<file path="config.mk">
export PLATFORM = sky130hd
export DESIGN_NAME = mem_arbiter
export DESIGN_NICKNAME = d
export VERILOG_FILES = /design/src/rtl/mem_arbiter.sv
export SDC_FILE = /design/constraint.sdc
export NUM_CORES = 1
export LEC_CHECK = 0
export ABC_AREA = 1
export CAP_MARGIN = 20
export CORE_ASPECT_RATIO = 1.75
export CORE_MARGIN = 2
export CORE_UTILIZATION = 35
export CTS_BUF_LIST = sky130_fd_sc_hd__clkbuf_8 sky130_fd_sc_hd__clkbuf_16
export DETAILED_ROUTE_END_ITERATION = 12
export GPL_ROUTABILITY_DRIVEN = 1
export PLACE_DENSITY = 0.66
export SLEW_MARGIN = 20
export SYNTH_ARGS = -nofsm -noshare
export SYNTH_HDL_FRONTEND = slang
export SYNTH_SLANG_ARGS = --single-unit
</file>
<file path="constraint.sdc">
create_clock -name clk -period 2.69 [get_ports clk]
set_clock_uncertainty 0.2 [all_clocks]
set_input_delay 0.538 -clock clk [delete_from_list [all_inputs] [get_ports clk]]
set_output_delay 0.538 -clock clk [all_outputs]
set_load 0.05 [all_outputs]
</file>
<file path="src/rtl/mem_arbiter.sv">
`default_nettype none
// ============================================================================
// Module   : mem_arbiter
// Brief    : Fetch / load-store arbiter for a shared 32-bit memory port, with
//            starvation guard, byte-lane steering and sub-word extension.
// Revision : 1.0  initial release
// ============================================================================
module mem_arbiter #(
    parameter int STARVE_LIMIT = 4
) (
    input  logic        clk,
    input  logic        rst,
    input  logic        i_req,
    input  logic [31:0] i_addr,
    output logic        i_ack,
    output logic [31:0] i_rdata,
    output logic        i_err,
    input  logic        d_req,
    input  logic        d_we,
    input  logic [1:0]  d_size,
    input  logic        d_unsigned,
    input  logic [31:0] d_addr,
    input  logic [31:0] d_wdata,
    output logic        d_ack,
    output logic [31:0] d_rdata,
    output logic        d_err,
    output logic        mem_req,
    output logic        mem_we,
    output logic [31:0] mem_addr,
    output logic [31:0] mem_wdata,
    output logic [3:0]  mem_wstrb,
    input  logic [31:0] mem_rdata,
    input  logic        mem_ack,
    output logic        busy
);

    localparam logic [1:0] S_IDLE   = 2'd0;
    localparam logic [1:0] S_I_BUSY = 2'd1;
    localparam logic [1:0] S_D_BUSY = 2'd2;
    localparam logic [1:0] S_DONE   = 2'd3;
    localparam logic [3:0] c_limit  = 4'(STARVE_LIMIT);

    logic [1:0]  r_state, w_state_nxt;
    logic [3:0]  r_starve_cnt, w_starve_nxt;
    logic [1:0]  r_size, w_size_nxt;
    logic        r_unsigned, w_unsigned_nxt;
    logic [1:0]  r_addr_lo, w_addr_lo_nxt;

    logic        w_mem_req_nxt, w_mem_we_nxt;
    logic [31:0] w_mem_addr_nxt, w_mem_wdata_nxt;
    logic [3:0]  w_mem_wstrb_nxt;
    logic        w_i_ack_nxt, w_i_err_nxt, w_d_ack_nxt, w_d_err_nxt;
    logic [31:0] w_i_rdata_nxt, w_d_rdata_nxt;

    logic        w_d_win, w_d_bad;
    logic [31:0] w_st_wdata, w_load_val, w_lane;
    logic [3:0]  w_st_wstrb;

    // Data has priority unless fetch has been passed over STARVE_LIMIT times.
    assign w_d_win = d_req && !((r_starve_cnt == c_limit) && i_req);
    assign w_d_bad = (d_size == 2'b11) ||
                     ((d_size == 2'b01) && d_addr[0]) ||
                     ((d_size == 2'b10) && (d_addr[1:0] != 2'b00));

    always_comb begin
        w_st_wdata = d_wdata;
        w_st_wstrb = 4'b1111;
        case (d_size)
            2'b00: begin
                w_st_wdata = {4{d_wdata[7:0]}};
                w_st_wstrb = 4'b0001 << d_addr[1:0];
            end
            2'b01: begin
                w_st_wdata = {2{d_wdata[15:0]}};
                w_st_wstrb = 4'b0011 << d_addr[1:0];
            end
            default: ;
        endcase
    end

    // Selected lane is shifted down to bit 0, then extended.
    always_comb begin
        w_lane     = mem_rdata >> {r_addr_lo, 3'b000};
        w_load_val = w_lane;
        case (r_size)
            2'b00:   w_load_val = {{24{~r_unsigned & w_lane[7]}},  w_lane[7:0]};
            2'b01:   w_load_val = {{16{~r_unsigned & w_lane[15]}}, w_lane[15:0]};
            default: ;
        endcase
    end

    always_comb begin
        w_state_nxt     = r_state;
        w_starve_nxt    = r_starve_cnt;
        w_size_nxt      = r_size;
        w_unsigned_nxt  = r_unsigned;
        w_addr_lo_nxt   = r_addr_lo;
        w_mem_req_nxt   = mem_req;
        w_mem_we_nxt    = mem_we;
        w_mem_addr_nxt  = mem_addr;
        w_mem_wdata_nxt = mem_wdata;
        w_mem_wstrb_nxt = mem_wstrb;
        w_i_ack_nxt     = 1'b0;
        w_i_err_nxt     = 1'b0;
        w_i_rdata_nxt   = i_rdata;
        w_d_ack_nxt     = 1'b0;
        w_d_err_nxt     = 1'b0;
        w_d_rdata_nxt   = d_rdata;
        case (r_state)
            S_IDLE: begin
                if (w_d_win) begin
                    if (!i_req)
                        w_starve_nxt = 4'd0;
                    else if (r_starve_cnt != c_limit)
                        w_starve_nxt = r_starve_cnt + 4'd1;
                    if (w_d_bad) begin
                        w_state_nxt   = S_DONE;
                        w_d_ack_nxt   = 1'b1;
                        w_d_err_nxt   = 1'b1;
                        w_d_rdata_nxt = 32'd0;
                    end else begin
                        w_state_nxt     = S_D_BUSY;
                        w_size_nxt      = d_size;
                        w_unsigned_nxt  = d_unsigned;
                        w_addr_lo_nxt   = d_addr[1:0];
                        w_mem_req_nxt   = 1'b1;
                        w_mem_we_nxt    = d_we;
                        w_mem_addr_nxt  = {d_addr[31:2], 2'b00};
                        w_mem_wdata_nxt = d_we ? w_st_wdata : 32'd0;
                        w_mem_wstrb_nxt = d_we ? w_st_wstrb : 4'b0000;
                    end
                end else if (i_req) begin
                    w_starve_nxt = 4'd0;
                    if (i_addr[1:0] != 2'b00) begin
                        w_state_nxt   = S_DONE;
                        w_i_ack_nxt   = 1'b1;
                        w_i_err_nxt   = 1'b1;
                        w_i_rdata_nxt = 32'd0;
                    end else begin
                        w_state_nxt     = S_I_BUSY;
                        w_mem_req_nxt   = 1'b1;
                        w_mem_we_nxt    = 1'b0;
                        w_mem_addr_nxt  = {i_addr[31:2], 2'b00};
                        w_mem_wdata_nxt = 32'd0;
                        w_mem_wstrb_nxt = 4'b0000;
                    end
                end
            end
            S_I_BUSY: begin
                if (mem_ack) begin
                    w_state_nxt     = S_DONE;
                    w_mem_req_nxt   = 1'b0;
                    w_i_ack_nxt     = 1'b1;
                    w_i_rdata_nxt   = mem_rdata;
                end
            end
            S_D_BUSY: begin
                if (mem_ack) begin
                    w_state_nxt     = S_DONE;
                    w_mem_req_nxt   = 1'b0;
                    w_mem_we_nxt    = 1'b0;
                    w_mem_wstrb_nxt = 4'b0000;
                    w_d_ack_nxt     = 1'b1;
                    w_d_rdata_nxt   = mem_we ? 32'd0 : w_load_val;
                end
            end
            default: w_state_nxt = S_IDLE;
        endcase
    end

    always_ff @(posedge clk) begin
        if (rst) begin
            r_state      <= S_IDLE;
            r_starve_cnt <= 4'd0;
            r_size       <= 2'b00;
            r_unsigned   <= 1'b0;
            r_addr_lo    <= 2'b00;
            mem_req      <= 1'b0;
            mem_we       <= 1'b0;
            mem_addr     <= 32'd0;
            mem_wdata    <= 32'd0;
            mem_wstrb    <= 4'b0000;
            i_ack        <= 1'b0;
            i_err        <= 1'b0;
            i_rdata      <= 32'd0;
            d_ack        <= 1'b0;
            d_err        <= 1'b0;
            d_rdata      <= 32'd0;
            busy         <= 1'b0;
        end else begin
            r_state      <= w_state_nxt;
            r_starve_cnt <= w_starve_nxt;
            r_size       <= w_size_nxt;
            r_unsigned   <= w_unsigned_nxt;
            r_addr_lo    <= w_addr_lo_nxt;
            mem_req      <= w_mem_req_nxt;
            mem_we       <= w_mem_we_nxt;
            mem_addr     <= w_mem_addr_nxt;
            mem_wdata    <= w_mem_wdata_nxt;
            mem_wstrb    <= w_mem_wstrb_nxt;
            i_ack        <= w_i_ack_nxt;
            i_err        <= w_i_err_nxt;
            i_rdata      <= w_i_rdata_nxt;
            d_ack        <= w_d_ack_nxt;
            d_err        <= w_d_err_nxt;
            d_rdata      <= w_d_rdata_nxt;
            busy         <= (w_state_nxt != S_IDLE);
        end
    end

endmodule
`default_nettype wire

</file>
======== After elaboration in Yosys (flattened, before gate mapping) ========
Index checks and enable logic that the tools add are counted.
word-level totals
  register bits after elaboration ......... 150
operators by class
  bitwise logic cells ..................... 5
  shift operators ......................... 3
  equal/unequal tests ..................... 22
  add/subtract/negate cells ............... 1
  muxes and demuxes ....................... 58
  reduce and logical (&&, ||, !) cells .... 26
operator list
  operator                                                                  count
  32-bit two-way mux                                                        17
  32-bit one-hot mux with 2 select lines                                    4
  4-bit two-way mux                                                         10
  32-bit by 5-bit >> shifter with 32-bit output                             1
  2-bit inequality test (second input constant)                             9
  1-bit two-way mux                                                         16
  4-bit one-hot mux with 2 select lines                                     2
  5-bit AND reduction                                                       3
  2-bit nonzero test                                                        7
  3-bit inequality test (second input constant)                             3
  2-bit two-way mux                                                         4
  1-bit one-hot mux with 2 select lines                                     4
  4-bit AND reduction                                                       2
  2-bit by 1-bit equality test with 1-bit output (second input constant)    3
  2-bit equality test (second input constant)                               3
  2-bit zero test                                                           3
  3-bit AND reduction                                                       2
  4-bit by 1-bit adder with 4-bit output (second input constant)            1
  4-bit by 3-bit equality test with 1-bit output (second input constant)    1
  1-bit logical AND                                                         4
  4-bit by 3-bit inequality test with 1-bit output (second input constant)  1
  2-bit one-hot mux with 2 select lines                                     1
  2-bit OR reduction                                                        2
  1-bit by 2-bit left shift with 4-bit output (first input constant)        1
  other kinds (7)                                                           11

======== Depth between registers and ports, before layout ========
  depth in word-level cells ............... 8
  gate-level depth with buffers ........... 14
  mapped depth without buffers ............ 12

======== Worst setup path after synthesis ========
No wires, ideal clock.
  kind .................................... input -> register
  start point ............................. in d_size[1]
  end point ............................... reg mem_wdata[31]
  setup time .............................. 0.116 ns
  slack ................................... 0.786 ns
  data arrival time ....................... 1.588 ns
  stages .................................. 11
  cells stage by stage .................... buf_6 -> o21ai_2 -> nand2_1 -> nand2_1 -> nand2_2 -> nor2_4 -> inv_2 -> buf_6 -> buf_6 -> nor2_1 -> nor2_1
between the ends
  cells in the longest elaborated chain, start to end .. 6
  elaborated cells on any way between the ends .. 14
  classes of those cells .................. eq/ne (4); mux (4); reduce/logical (6)
RTL lines
  item                                            RTL line  text
  from (decl)                                     20        input logic [1:0] d_size,
  2-bit by 1-bit equality test with 1-bit output  62, 68
  1-bit logical AND                               62        ((d_size == 2'b01) && d_addr[0]) ||
  1-bit logical OR                                61        assign w_d_bad = (d_size == 2'b11) ||
  1-bit logical OR                                62
  2-bit inequality test (no source line)          -
  4-bit AND reduction (no source line)            -
  to (signal assigned)                            199       mem_wdata <= w_mem_wdata_nxt;
  to (decl)                                       30        output logic [31:0] mem_wdata,
Parallel ways exist; a longest one is shown, timed or not. The select of a mux whose other input is x is not followed.
A chain may end at the register's enable or synchronous reset.

======== Final worst setup path ========
  start point ............................. reg mem_wdata[15]
  end point ............................... out mem_wdata[15]
No word-level cell between the ends.

==> run metrics <==
outcome=finished clean; Max-slew headroom=60.17%; crit-path leading delay family=buffers and inverters; peak supply drop=0.0005396 V; drt pass-1 iters=6; cts hold-fix bufs=0; CTS tree=yes; Via density=5.078; EDFF count, synth=0; root buf cell=clkbuf_16; Post-DRT Antenna Nets=0; Buf+Inv Stages, Crit Path=1; maximum clock rate=422.6 MHz; P per Cell Area=1046 nW/um^2; period utilization=87.97%; Final Max Slew Viols=0; post-synthesis area per instance=6.848 sq um; CP Data Arrival Time=1630 ps; initial antenna violation count=0; Clock Sinks=148; Worst Hold Depth=2; DR WL/cell=16.63 microns; via count=7820; CP Max Fanout=2; Final Setup Violations=0; Cell Chain, Critical Path=clkdlybuf4s50_1; die area=21450 sq um; worst reg2reg setup slack=400 ps; Max Cap Viol=0; core area=19820 sq um; total CTS buffers=17; hold path start=d_rdata[2]; Starting Density=35.75%; Synth Flop Type=dfxtp_1; RSZ-0062 raised after global routing=false; clock slew at reported path FFs=60 ps; die width=111.6 microns; Area Growth Syn to Fin=50.04%; Post-CTS Setup Inserts=0; Hold Vio Cnt, Final=0; cell area after synthesis=7088 sq um; Synth Warn #=0; Die Y=192.3 microns; sequential element share of the synthesized area=41.80%; Hold EP=d_rdata[2]; share of post-route cells with drive strength above 1=5.946%; R2R depth=8; CTS H-tree depth=4; DR iter-0 viols=534; Slowest cell on crit path=clkdlybuf4s50_1; number of global-route vias before repair=7644; GP Congestion=0.9199; Leak=0.004244 uW; Final min period=2366 ps; n_diodes=0; detailed placement HPWL=18830 microns; first-pass GRT wire length=39720 microns; Setup crit start kind=flip-flop; CP required=1950 ps; Seq cells post-synth=148; reg2reg start=r_state[0]; IO Count=276; Final WS setup=323.7 ps; # DRC=0; Min Hold Slack=262.0 ps; Routed Wire Length=25610 microns; pre-CTS setup slack=67.63 ps; worst slew pin tran=595.5 ps; pin count of the biggest net entering global routing=84; Mapped Cells=1035; Worst R2R End=mem_wdata[15]; Yosys cell types=37; Setup CP Type=flip-flop to primary output; Critical Path Max Stage Delay=860 ps; min-delay worst type=flip-flop to flip-flop; TNS Setup=0 ps; total track usage=23.41%; Congestion Overflow GR=0; Clk Latency, worst-skew pair=420 ps; Port Buf Inserts=273; Worst setup EP type=primary output; row cnt=68; CTS max path bufs=2; FFs w/ async S/R, synth=0%; CTS resizes=0; Nets=1425
==> power by group <==
part | switching [uW] | total [uW] | internal [uW]
sequential | 303 | 3040 | 2730
clock | 943 | 2330 | 1380
combinational | 3850 | 5760 | 1910
total | 5100 | 11100 | 6020
==> Yosys cell counts (2+ instances only) <==
cell type / instances / share of area (%)
a21oi_1: 145 / 10
buf_2: 19 / 1.3
buf_4: 6 / 0.64
buf_6: 9 / 1.4
clkbuf_1: 42 / 2.2
dfxtp_1: 148 / 42
ha_1: 6 / 1.1
inv_1: 41 / 2.2
inv_2: 3 / 0.16
mux2i_1: 2 / 0.28
nand2_1: 243 / 13
nand2_2: 3 / 0.26
nand3_1: 59 / 4.2
nand3_2: 2 / 0.28
nand4_1: 11 / 0.97
nor2_1: 114 / 6.0
nor3_1: 41 / 2.9
o211ai_1: 13 / 1.4
o21ai_0: 92 / 6.5
o21ai_1: 8 / 0.56
o22ai_1: 9 / 0.79
o31ai_1: 4 / 0.42
==> flip-flops by register name (all words and copies together), names as in the netlist, 2 cells and up <==
| name | count |
|---|---|
| d_rdata | 32 |
| i_rdata | 32 |
| mem_wdata | 32 |
| mem_addr | 30 |
| mem_wstrb | 4 |
| r_starve_cnt | 4 |
| r_addr_lo | 2 |
| r_size | 2 |
| r_state | 2 |
==> layout by cell type, fill, tap and decap left out, drive strengths merged <==
cell type        n
ha               6
a21oi          145
a221oi           1
o21ai          101
o31ai            4
nand4           11
nand3           61
o211ai          13
buf             33
o21bai           1
o22ai            9
inv             47
clkbuf          18
conb             2
xor2             1
o221ai           1
bufinv           2
clkdlybuf4s50  272
dfxtp          148
mux2i            2
nand2          247
clkinvlp         4
nor3            41
clkinv           6
a21boi           1
or2              1
nor2           116
nor4             1
==> metal layers <==
metal  GRT usage [%]  wire length [microns]
met1           24.07                   9461
met2           44.47                  13430
met3           4.962                   1515
met4           11.73                   1204
met5               0                      0
==> cell type report <==
cell class | count | area (sq um)
Tap cell | 245 | 306.5
Clock buffer | 18 | 439.2
Inverter | 45 | 168.9
Clock inverter | 14 | 138.9
Multi-Input combinational cell | 765 | 3563
Fill cell | 1973 | 9189
Timing Repair Buffer | 305 | 3055
Sequential cell | 148 | 2963
==> kinds of logic (layout without fill, tap and decap cells) <==
family / after synthesis / count (layout) / synth area share [%]
multiplexers: 2 / 2 / 0.2824
flip-flops: 148 / 148 / 41.80
other: 1 / 2 / 0.05291
XOR/XNOR: 1 / 1 / 0.1236
AO/OA/AOI/OAI: 276 / 276 / 20.48
buffers and inverters: 123 / 382 / 8.138
AND/OR/NAND/NOR: 478 / 478 / 28.07
adder cells (fa/ha/maj): 6 / 6 / 1.059
==> worst reg2reg max path, stage by stage, from the launching register on <==
cell and delay [ps]:
dfxtp_1 340, inv_1 110, ha_1 450, o21ai_0 160, buf_4 190, nor2_4 150, buf_4 330, nand2_1 90
a21oi_1 180
==> metrics by stage <==
stage | power (uW) | instance area, sq um | utilization (%) | cells
CTS | 11190 | 10640 | 53.65 | 1540
finish | 11120 | 10640 | 53.65 | 1540
global placement | 8804 | 10060 | 50.73 | 1508
detailed placement | 8833 | 10060 | 50.73 | 1508
global route | 11740 | 10640 | 53.65 | 1540
floorplan | 6884 | 7092 | - | 1036
==> how the worst max path moves through the flow <==
stage	startpoint	endpoint	cells past startpoint
after floorplan	d_size[1]	mem_wdata[31]	11
after detailed placement	i_req	i_rdata[21]	10
after global placement	d_size[1]	mem_wdata[30]	8
after global routing	r_state[0]	mem_wdata[15]	8
final	mem_wdata[15]	mem_wdata[15]	1
after CTS	mem_we	mem_we	1
Power figures use the tool's default switching activity.
